### config.mk
export PLATFORM = sky130hd
export DESIGN_NAME = vxe_mem_hub_cu_ds_arb
export DESIGN_NICKNAME = d
export VERILOG_FILES = /design/src/rtl/vxe_mem_hub_pkg.sv /design/src/rtl/vxe_sat_counter.sv /design/src/rtl/vxe_mem_hub_cu_ds_arb.sv
export SDC_FILE = /design/constraint.sdc
export NUM_CORES = 1
export LEC_CHECK = 0
export BUFFER_PORTS_ARGS = -buffer_cell sky130_fd_sc_hd__buf_2
export CORE_MARGIN = 2
export CORE_UTILIZATION = 35
export CTS_BUF_LIST = sky130_fd_sc_hd__clkbuf_4 sky130_fd_sc_hd__clkbuf_8
export CTS_CLUSTER_SIZE = 14
export DETAILED_ROUTE_END_ITERATION = 10
export MAX_ROUTING_LAYER = met4
export PLACE_DENSITY = 0.54
export SLEW_MARGIN = 20
export SYNTH_ARGS = -nofsm -noshare
export SYNTH_HDL_FRONTEND = slang
export SYNTH_SLANG_ARGS = --single-unit
export TNS_END_PERCENT = 5
### constraint.sdc
create_clock -name clk -period 3.8 [get_ports clk]
set_clock_uncertainty 0.2 [all_clocks]
set_input_delay 0.95 -clock clk [delete_from_list [all_inputs] [get_ports clk]]
set_output_delay 0.95 -clock clk [all_outputs]
set_load 0.05 [all_outputs]
### src/rtl/vxe_mem_hub_pkg.sv
// vxe_mem_hub_pkg
//   Shared constants for the memory hub client-side blocks: response status
//   and data widths, the status bit marking "one data beat follows", and the
//   master index encodings used by the downstream select.
package vxe_mem_hub_pkg;

    localparam int unsigned VXE_RSS_W     = 9;
    localparam int unsigned VXE_RSD_W     = 64;
    localparam int unsigned VXE_DFLAG_BIT = 8;

    localparam logic VXE_M0 = 1'b0;
    localparam logic VXE_M1 = 1'b1;

endpackage

### src/rtl/vxe_sat_counter.sv
// vxe_sat_counter
//   Saturating up/down counter. Simultaneous inc and dec cancel. A dec at
//   zero or an inc at all-ones holds the value and raises the matching flag
//   for that cycle.
// Ports:
//   clk, nrst  clock, asynchronous active-low reset
//   inc, dec   count up / count down requests
//   q          current count (registered)
//   d          count after this cycle (combinational)
//   unf, ovf   this cycle's request would underflow / overflow
module vxe_sat_counter #(
    parameter int unsigned W = 4
) (
    input  logic         clk,
    input  logic         nrst,
    input  logic         inc,
    input  logic         dec,
    output logic [W-1:0] q,
    output logic [W-1:0] d,
    output logic         unf,
    output logic         ovf
);

    localparam logic [W-1:0] ONE = W'(1);

    always_comb begin
        unf = dec & ~inc & (q == '0);
        ovf = inc & ~dec & (q == '1);
        d   = q;
        if (inc && !dec && !ovf) begin
            d = q + ONE;
        end else if (dec && !inc && !unf) begin
            d = q - ONE;
        end
    end

    always_ff @(posedge clk or negedge nrst) begin
        if (!nrst) begin
            q <= '0;
        end else begin
            q <= d;
        end
    end

endmodule

### src/rtl/vxe_mem_hub_cu_ds_arb.sv
// vxe_mem_hub_cu_ds_arb
//   Round-robin master select for one client's downstream response path.
//   The grant only moves at a response boundary (no data beats outstanding),
//   and a grant holding master is forced off after MAX_BURST status pops when
//   the other master is waiting.
// Ports:
//   clk, nrst                  clock, asynchronous active-low reset
//   i_m0_rss_vld, i_m1_rss_vld master status FIFOs non-empty
//   i_rss, i_rss_wr, i_rsd_wr  status / status strobe / data strobe seen by client
//   o_m_sel                    master select to cu_ds
//   o_busy                     data beats outstanding
//   o_err                      sticky pend under/overflow
// Optional: `define VXE_CU_DS_ARB_STATS_EN adds o_m0_resp_cnt, o_m1_resp_cnt
//   (per-master status pops) and o_sw_cnt (grant switches).
module vxe_mem_hub_cu_ds_arb
    import vxe_mem_hub_pkg::*;
#(
    parameter int unsigned MAX_BURST = 4,
    parameter int unsigned PEND_W    = 4,
    parameter int unsigned DFLAG_BIT = VXE_DFLAG_BIT
) (
    input  logic                 clk,
    input  logic                 nrst,
    input  logic                 i_m0_rss_vld,
    input  logic                 i_m1_rss_vld,
    input  logic [VXE_RSS_W-1:0] i_rss,
    input  logic                 i_rss_wr,
    input  logic                 i_rsd_wr,
`ifdef VXE_CU_DS_ARB_STATS_EN
    output logic [31:0]          o_m0_resp_cnt,
    output logic [31:0]          o_m1_resp_cnt,
    output logic [15:0]          o_sw_cnt,
`endif
    output logic                 o_m_sel,
    output logic                 o_busy,
    output logic                 o_err
);

    localparam int unsigned PW1  = PEND_W + 1;
    localparam logic [7:0]  MAXB = 8'(MAX_BURST);

    logic              sflag;
    logic [PEND_W-1:0] pend_q;
    logic [PEND_W-1:0] pend_d;
    logic              pend_unf;
    logic              pend_ovf;
    logic [PEND_W:0]   pend_nx;
    logic              cur_vld;
    logic              oth_vld;
    logic [7:0]        bcnt;
    logic [7:0]        bcnt_nx;
    logic              sw;
    logic              unused_rss;

    // Only the data flag matters here; other status bits pass straight to the client.
    assign unused_rss = ^i_rss;

    assign sflag = i_rss_wr & i_rss[DFLAG_BIT];

    vxe_sat_counter #(
        .W (PEND_W)
    ) u_pend (
        .clk  (clk),
        .nrst (nrst),
        .inc  (sflag),
        .dec  (i_rsd_wr),
        .q    (pend_q),
        .d    (pend_d),
        .unf  (pend_unf),
        .ovf  (pend_ovf)
    );

    // Unsaturated one-bit-wider sum: an under/overflow cycle never reads as zero,
    // so it can never open a switch window.
    assign pend_nx = {1'b0, pend_q} + PW1'(sflag) - PW1'(i_rsd_wr);

    assign cur_vld = (o_m_sel == VXE_M1) ? i_m1_rss_vld : i_m0_rss_vld;
    assign oth_vld = (o_m_sel == VXE_M1) ? i_m0_rss_vld : i_m1_rss_vld;

    always_comb begin
        bcnt_nx = bcnt;
        if (i_rss_wr && (bcnt < MAXB)) begin
            bcnt_nx = bcnt + 8'd1;
        end
    end

    // A pop in the switching cycle still belongs to the old master; pend_nx==0
    // guarantees its response is complete.
    assign sw = (pend_nx == '0) & oth_vld & (~cur_vld | (bcnt_nx >= MAXB));

    always_ff @(posedge clk or negedge nrst) begin
        if (!nrst) begin
            o_m_sel <= VXE_M0;
            bcnt    <= '0;
            o_busy  <= 1'b0;
            o_err   <= 1'b0;
        end else begin
            if (sw) begin
                o_m_sel <= ~o_m_sel;
            end
            bcnt   <= sw ? '0 : bcnt_nx;
            o_busy <= (pend_d != '0);
            o_err  <= o_err | pend_unf | pend_ovf;
        end
    end

`ifdef VXE_CU_DS_ARB_STATS_EN
    always_ff @(posedge clk or negedge nrst) begin
        if (!nrst) begin
            o_m0_resp_cnt <= '0;
            o_m1_resp_cnt <= '0;
            o_sw_cnt      <= '0;
        end else begin
            if (i_rss_wr && (o_m_sel == VXE_M0)) begin
                o_m0_resp_cnt <= o_m0_resp_cnt + 32'd1;
            end
            if (i_rss_wr && (o_m_sel == VXE_M1)) begin
                o_m1_resp_cnt <= o_m1_resp_cnt + 32'd1;
            end
            if (sw) begin
                o_sw_cnt <= o_sw_cnt + 16'd1;
            end
        end
    end
`endif

endmodule
Word level (Yosys, flattened, before mapping)
Index checks and enable logic that the tools add are counted.
{ "classes": {"n_reduce_logical": 12, "muxes": 6, "bitwise": 14, "order_cmp": 2, "n_eq_ne": 1, "n_addsub": 5} }
{ "op_table": {"columns": ["op", "n"], "rows": [
  ["$mux 8", 2],
  ["$add 8x1->8 const B", 1],
  ["$ge 8x3->1 const B", 1],
  ["$lt 8x3->1 const B", 1],
  ["$mux 4", 2],
  ["$and 1x1->1", 7],
  ["$add 4x1->5", 1],
  ["$logic_and 1x1->1", 5],
  ["$logic_not 5->1", 1],
  ["$sub 5x1->5", 1],
  ["$add 4x1->4 const B", 1],
  ["$eq 4x4->1 const B", 1],
  ["$logic_not 1->1", 4],
  ["$logic_not 4->1", 1],
  ["$not 1->1", 4],
  ["$reduce_bool 4->1", 1],
  ["$sub 4x1->4 const B", 1],
  ["$or 1x1->1", 3],
  ["$mux 1", 2]
]} }
{ "word_totals": {"output_inout_bits": 3, "reg_bits": 15, "wordCells": 45} }

Depth between registers and ports, before layout
Gate-level depths: netlist (run 1).
{ "logic_depth": {"ltp_word": 9, "ltp_mapped": 11} }

By module
Synthesis (run 1) repeated with hierarchy kept, for this count alone.
{ "hier_totals": {"hier_cells": 98, "hier_area_um2": 979.7} }
{ "modules_own_cells": {"columns": ["module", "seq_area_each_um2", "instances", "area_per_inst_um2", "cells_each"], "rows": [
  ["vxe_mem_hub_cu_ds_arb", 275.3, 1, 690.7, 66],
  ["vxe_sat_counter", 100.1, 1, 289.0, 32]
]} }

Least setup slack after synthesis (run 1)
No wires, ideal clock.
{ "synth_timing": {"path_type": "input -> register", "from": "in i_rsd_wr", "to": "reg o_m_sel", "arrival_ns": 2.934, "required_time_ns": 3.517, "slack_ns": 0.583, "stages": 10, "setup_time_ns": 0.083, "n_path_buf": 1, "path_cell_list": "ha_1 > inv_1 > ha_1 > fa_1 > xnor2_1 > or4_1 > a21oi_1 > and4_1 > buf_6 > xor2_1"} }
{ "synth_between": {"elab_chain_len": 4} }
{ "synth_rtl": {"columns": ["item", "line_no", "text"], "rows": [
  ["start, declared", "vxe_mem_hub_cu_ds_arb.sv:28", "input logic i_rsd_wr,"],
  ["$sub 5x1->5", "vxe_mem_hub_cu_ds_arb.sv:75", "assign pend_nx = {1'b0, pend_q} + PW1'(sflag) - PW1'(i_rsd_wr);"],
  ["$logic_not 5->1", "vxe_mem_hub_cu_ds_arb.sv:89", "assign sw = (pend_nx == '0) & oth_vld & (~cur_vld | (bcnt_nx >= MAXB));"],
  ["$and 1x1->1 (2 in series)", "vxe_mem_hub_cu_ds_arb.sv:89", null],
  ["end signal, assigned", "vxe_mem_hub_cu_ds_arb.sv:99", "o_m_sel <= ~o_m_sel;"],
  ["end, declared", "vxe_mem_hub_cu_ds_arb.sv:34", "output logic o_m_sel,"]
]} }
No other way between the ends.
A chain may end at the register's enable or synchronous reset.

Worst setup path in the final report (run 1)
Same ends and word-level chain as after synthesis.

==> results of run 1 <==
==> layer usage <==
layer,part of all wire (%),vias to the layer above,wire (um)
li1,-,337,-
met1,52,326,834
met2,42,14,682
met3,5.1,2,82
met4,0.62,0,10
met5,0,-,0
==> sequential cells by signal, indices dropped and copies added (netlist names) <==
| register | count |
|---|---|
| bcnt | 8 |
| o_busy | 1 |
| o_err | 1 |
| o_m_sel | 1 |
| u_pend.q | 4 |
==> critical path, cell delays in order <==
cell and delay (ns):
buf_2 0.12, ha_1 0.27, inv_1 0.03, ha_1 0.19, fa_1 0.40, xnor2_1 0.14, or4_1 0.48, a21oi_1 0.14
and4_1 0.42, xor2_1 0.17
==> cells in the final DEF (no fill, tap or decap), types with 2 or more instances in the layout <==
cell type and n:
dfrtp_1 15, ha_1 13, nand2_1 10, inv_1 9, buf_2 9, a21oi_1 5
nor2b_1 5, xnor2_1 4, nand2b_1 3, or4_1 3, xor2_1 3, clkbuf_4 3
nand3_1 2, mux2i_1 2, o21ai_0 2, nor2_1 2
==> power by group through the flow <==
stage          sequential, mW  clock, mW  combinational (mW)
2_1_floorplan           0.282          0               0.307
3_3_place_gp            0.258          0               0.415
3_5_place_dp            0.258          0               0.419
4_1_cts                 0.255     0.0924               0.423
5_1_grt                 0.262      0.104               0.486
6_report                0.254     0.0897               0.419
==> cell type report <==
type / count / area, um2 / area share (%)
multi-input cells: 67 / 529 / 50.3
flip-flops and latches: 15 / 375 / 35.7
well taps: 30 / 37.5 / 3.57
inverters: 10 / 37.5 / 3.57
repair buffers: 9 / 45.0 / 4.28
clock inverters: 1 / 5.00 / 0.476
clock buffers: 3 / 22.5 / 2.14
==> cells by family (layout without fill, tap and decap cells) <==
logic type,Yosys count,after routing,share of synthesized area (%)
DFF,15,15,39.4
AOI/OAI and AO/OA,15,15,10.6
adders and majority gates,14,14,19.2
buffers and inverters,11,23,5.12
muxes,2,2,2.10
and+or+nand+nor,29,29,17.2
xor gates and xnor gates,7,7,6.43
==> per-stage QoR <==
step                cells  hold slack, ns  total power, mW
floorplan              93           0.254            0.589
global route          135           0.319            0.852
CTS                   135           0.301            0.771
detailed placement    131           0.281            0.677
finish                135           0.285            0.762
global placement      131           0.278            0.673
==> path summary, 6_finish.rpt <==
path | startpoint | end | slack, ns | cells past startpoint
worst max-delay path | i_rsd_wr | o_m_sel | 0.50 | 10
worst min-delay path | o_err | o_err | 0.28 | 2
worst max register to register | u_pend.q[0] | o_m_sel | 0.77 | 10
worst min register to register | o_err | o_err | 0.28 | 2
max in group asynchronous | nrst | u_pend.q[1] | 2.79 | 1
min in group asynchronous | nrst | o_m_sel | 0.35 | 1
==> impl_metrics.json, run 1 <==
{
  "grt_pass1_vias": 636,
  "gr-usage-met3_pct": 4.88,
  "p_per_area_mw_per_mm2": 724,
  "worstSetupPathType": "input port to flop",
  "coreArea_mm2": 0.00252,
  "async_reset_ff_share_pct": 100,
  "utilization_pct": 41.7,
  "relSlewSlack_pct": 76.4,
  "start_kind": "input port",
  "clkTransAtPathRegs_ns": 0.10,
  "setup_viol": 0,
  "nets": 135,
  "wl_um": 1610,
  "grt.overflow.total": 0,
  "fin_setup_tns_ns": 0,
  "irDropWorstVdd_uv": 422,
  "gp_congestion": 0.779,
  "h-tree-depth": 1,
  "swShare_pct": 44.6,
  "clockBufferDepth": 2,
  "vias": 679,
  "dpl_cell_area_mm2": 0.00102,
  "fp.dieH_um": 56.2,
  "drt_iter0_drc": 8,
  "grt_first_pass_wirelength_um": 3050,
  "internal_power_uw": 422,
  "clockRootBuffer": "clkbuf_4",
  "area_delta_synth_final_pct": 10.4,
  "fp.dieArea_mm2": 0.00316,
  "critPathCaptureType": "flop",
  "pre_cts_ws_ns": 0.200,
  "comb_power_share_pct": 54.9,
  "grt_setup_unrepaired": "no",
  "hpwl_um": 1290,
  "port_buffers": 9,
  "nFillCells": 242,
  "avgSynthCellArea_um2": 10.3,
  "track_usage_pct": 12.7,
  "viasPerCell": 5.03,
  "final_area_mm2": 0.00105,
  "grt_busiest_layer": "met2",
  "finalCritPeriodShare_pct": 86.9,
  "synth-edff-count": 0,
  "synth.area.top_cells": "dfrtp_1 (39%), ha_1 (17%), nand2_1 (3.9%)",
  "setup_ws_ns": 0.499,
  "synthTopCellsByCount": "dfrtp_1 (15), ha_1 (13), nand2_1 (10), inv_1 (9)",
  "synthFlopType": "dfrtp_1",
  "drt_first_pass_iters": 4,
  "max_cap_viol_count": 0,
  "use_met1_pct": 17.3,
  "finalCriticalPeriod_ns": 3.30,
  "critical_path_peak_fanout": 9,
  "synth.cell_area_um2": 953,
  "clock_sinks": 15,
  "syn_nets": 122,
  "num_antenna_cells": 0,
  "clkPwrFrac_pct": 11.8,
  "synth_top_area_share_pct": 39.4,
  "rows": 18,
  "synth_most_common_cell": "dfrtp_1",
  "start_util_pct": 37.8,
  "tightest_slew_ns": 0.354,
  "ys_ff_latch": 15,
  "grt_max_degree": 16,
  "fmax_mhz": 303,
  "clk_latency_ns": 0.27,
  "crit_required_ns": 3.82,
  "pin_count": 18,
  "detail_route.drc_violations": 0,
  "ant_nets": 0,
  "status": "finished clean",
  "min_path_type": "flop to flop",
  "crit_arrival_ns": 3.32,
  "pwr-share-seq_pct": 33.3,
  "die_w_um": 56.2,
  "syn_inst": 93,
  "power.switching_uw": 340,
  "cts_setup_buffers": 0,
  "grt_antenna_before_repair": 0,
  "hold_viol": 0,
  "synth.distinct_cells": 29,
  "cts_buffers": 3,
  "yosys.area.top_type": "dfrtp_1",
  "leakage_nw": 0.530,
  "cts_resized": 0,
  "grt_use_met2_pct": 17.6,
  "drive_gt1_share_pct": 17.1,
  "cts_tree": "yes",
  "drv_slew": 0,
  "synth_warnings": 0,
  "synth_seq_area_share_pct": 39.4,
  "wl_per_cell_um": 11.9,
  "holdBufCountCts": 0
}
(Power assumes the default switching activity.)
==> run 2, diff against run 1 <==
- clock period: 3.8 -> 3.4 ns (I/O delays scaled with it)
==> run 2 against run 1 <==
Against the previous run: total power increased by 12%; final area increased by 1.4%; first-iteration DRC count decreased by 13%; largest cell class unchanged; clock power increased by 8.9%; critical path type unchanged; clock-buffer cell count unchanged; sequential share of layout area decreased by 0.50 points; die area unchanged; combinational power increased by 13%; final cell count increased by 1.5%; sequential power increased by 11%; routed wire length decreased by 3.5%; register-to-register slack got worse by 0.23 ns.
==> impl_metrics.json, run 2 (synthesis results as in run 1) <==
{
  "drt_first_pass_iters": 4,
  "setup_viol": 0,
  "hold_viol": 0,
  "grt_antenna_before_repair": 0,
  "critical_path_peak_fanout": 8,
  "irDropWorstVdd_uv": 351,
  "mostFrequentLayoutCells": "dfrtp_1 (15), ha_1 (13), nand2_1 (10)",
  "tightest_slew_ns": 0.328,
  "grt_max_degree": 16,
  "port_buffers": 9,
  "largest_reg_flops": 8,
  "worstSetupPathType": "input port to flop",
  "p_per_area_mw_per_mm2": 800,
  "crit_chain": "buf_2 > ha_1 > inv_1 > ha_1 > fa_1 > xnor2_1 > or4_1 > a21oi_1 > and4_1 > buf_4 > nor2_1",
  "cts_buffers": 3,
  "start_kind": "input port",
  "crit_required_ns": 3.37,
  "r2r-start": "u_pend.q[0]",
  "path_delay_family": "adder cells",
  "crit_arrival_ns": 3.03,
  "worst_r2r_endpoint": "bcnt[2]",
  "h-tree-depth": 1,
  "critPathCaptureType": "flop",
  "wl_per_cell_um": 11.3,
  "pin_count": 18,
  "regMostFlops": "bcnt",
  "p_total_uw": 853,
  "pre_cts_ws_ns": 0.0293,
  "leakage_nw": 0.541,
  "holdBufCountCts": 0,
  "crit_top_cell": "ha_1",
  "gp_congestion": 0.758,
  "ant_nets": 0,
  "clock_sinks": 15,
  "setup_ws_ns": 0.348,
  "clockRootBuffer": "clkbuf_4",
  "rows": 18,
  "finalNonFillerCells": 137,
  "cts_tree": "yes",
  "cp_slowest_cell": "or4_1",
  "relSlewSlack_pct": 78.2,
  "drt_iter0_drc": 7,
  "grt_setup_unrepaired": "no",
  "layout_commonest_cell": "dfrtp_1",
  "critPathMaxStageDelay_ns": 0.47,
  "min_path_type": "input port to async pin",
  "fin_setup_tns_ns": 0,
  "nFillCells": 259,
  "track_usage_pct": 12.0,
  "start_util_pct": 37.8,
  "grt.overflow.total": 0,
  "vias": 671,
  "drive_gt1_share_pct": 18.7,
  "cts_setup_buffers": 0,
  "num_antenna_cells": 0,
  "detail_route.drc_violations": 0,
  "fp.dieH_um": 56.2,
  "crit_buf_inv": 3,
  "seq_area_um2": 375,
  "finalCriticalPeriod_ns": 3.05,
  "fmax_mhz": 328,
  "finalCritPeriodShare_pct": 89.8,
  "hpwl_um": 1310,
  "status": "finished clean",
  "wl_um": 1550,
  "die_w_um": 56.2,
  "coreArea_mm2": 0.00252,
  "clockBufferDepth": 2,
  "grt_first_pass_wirelength_um": 2970,
  "area_delta_synth_final_pct": 11.9,
  "cts_resized": 0,
  "grt_pass1_vias": 699,
  "clkTransAtPathRegs_ns": 0.09,
  "viasPerCell": 4.90,
  "dp.cells": 133,
  "worst-r2r-cell-count": 11,
  "max_cap_viol_count": 0,
  "clk_latency_ns": 0.27,
  "hold_ws_ns": 0.254,
  "fp.dieArea_mm2": 0.00316,
  "drv_slew": 0,
  "reg_top3": "bcnt (8), u_pend.q (4)",
  "multi_input_area_um2": 529,
  "nets": 137,
  "reg2reg_slack_ns": 0.54
}
==> run 2: cell types whose count changed in the layout (fill, tap and decap cells not counted) <==
cell,previous run,this run
buf_4,0,2
==> run 2: area by class of cell <==
class | count | share of cell area, %
Timing Repair Buffer | 11 | 5.63
Clock buffer | 3 | 2.11
Multi-Input combinational cell | 67 | 49.6
Clock inverter | 1 | 0.469
Inverter | 10 | 3.52
Tap cell | 30 | 3.52
Sequential cell | 15 | 35.2
==> run 2: worst reg2reg max path, stage by stage, from the launching register on <==
cell     delay, ns
dfrtp_1       0.40
inv_1         0.10
ha_1          0.28
inv_1         0.04
ha_1          0.19
fa_1          0.40
xnor2_1       0.15
or4_1         0.47
a21oi_1       0.12
and4_1        0.20
buf_4         0.16
nor2_1        0.05
==> run 2: how the worst max path moves through the flow <==
stage | start | endpoint | slack (ns) | cells past startpoint
2_1_floorplan | i_rsd_wr | o_m_sel | 0.28 | 10
3_3_place_gp | i_rsd_wr | bcnt[7] | 0.05 | 11
3_5_place_dp | i_rsd_wr | bcnt[3] | 0.03 | 11
4_1_cts | i_rsd_wr | bcnt[3] | 0.34 | 11
5_1_grt | i_rsd_wr | bcnt[0] | 0.22 | 11
6_report | i_rsd_wr | bcnt[2] | 0.35 | 11
==> run 2: per-stage QoR <==
stage | instance area [um2] | util, %
final | 1070 | 42.3
after floorplan | 953 | -
after global placement | 1040 | 41.2
after global routing | 1070 | 42.3
after detailed placement | 1040 | 41.2
after CTS | 1070 | 42.3
==> run 2: metal layers <==
layer | up-vias | global-route usage, % | share of wire [%]
li1 | 345 | - | -
met1 | 318 | 14.3 | 49
met2 | 8 | 20.0 | 47
met3 | 0 | 3.95 | 3.5
met4 | 0 | 2.04 | 0
met5 | - | - | 0
==> run 2: power breakdown <==
part | internal (mW) | leakage (nW) | switching (mW) | total [mW]
logic | 0.200 | 0.341 | 0.273 | 0.473
clock network | 0.0435 | 0.0177 | 0.0542 | 0.0977
registers | 0.234 | 0.182 | 0.0488 | 0.283
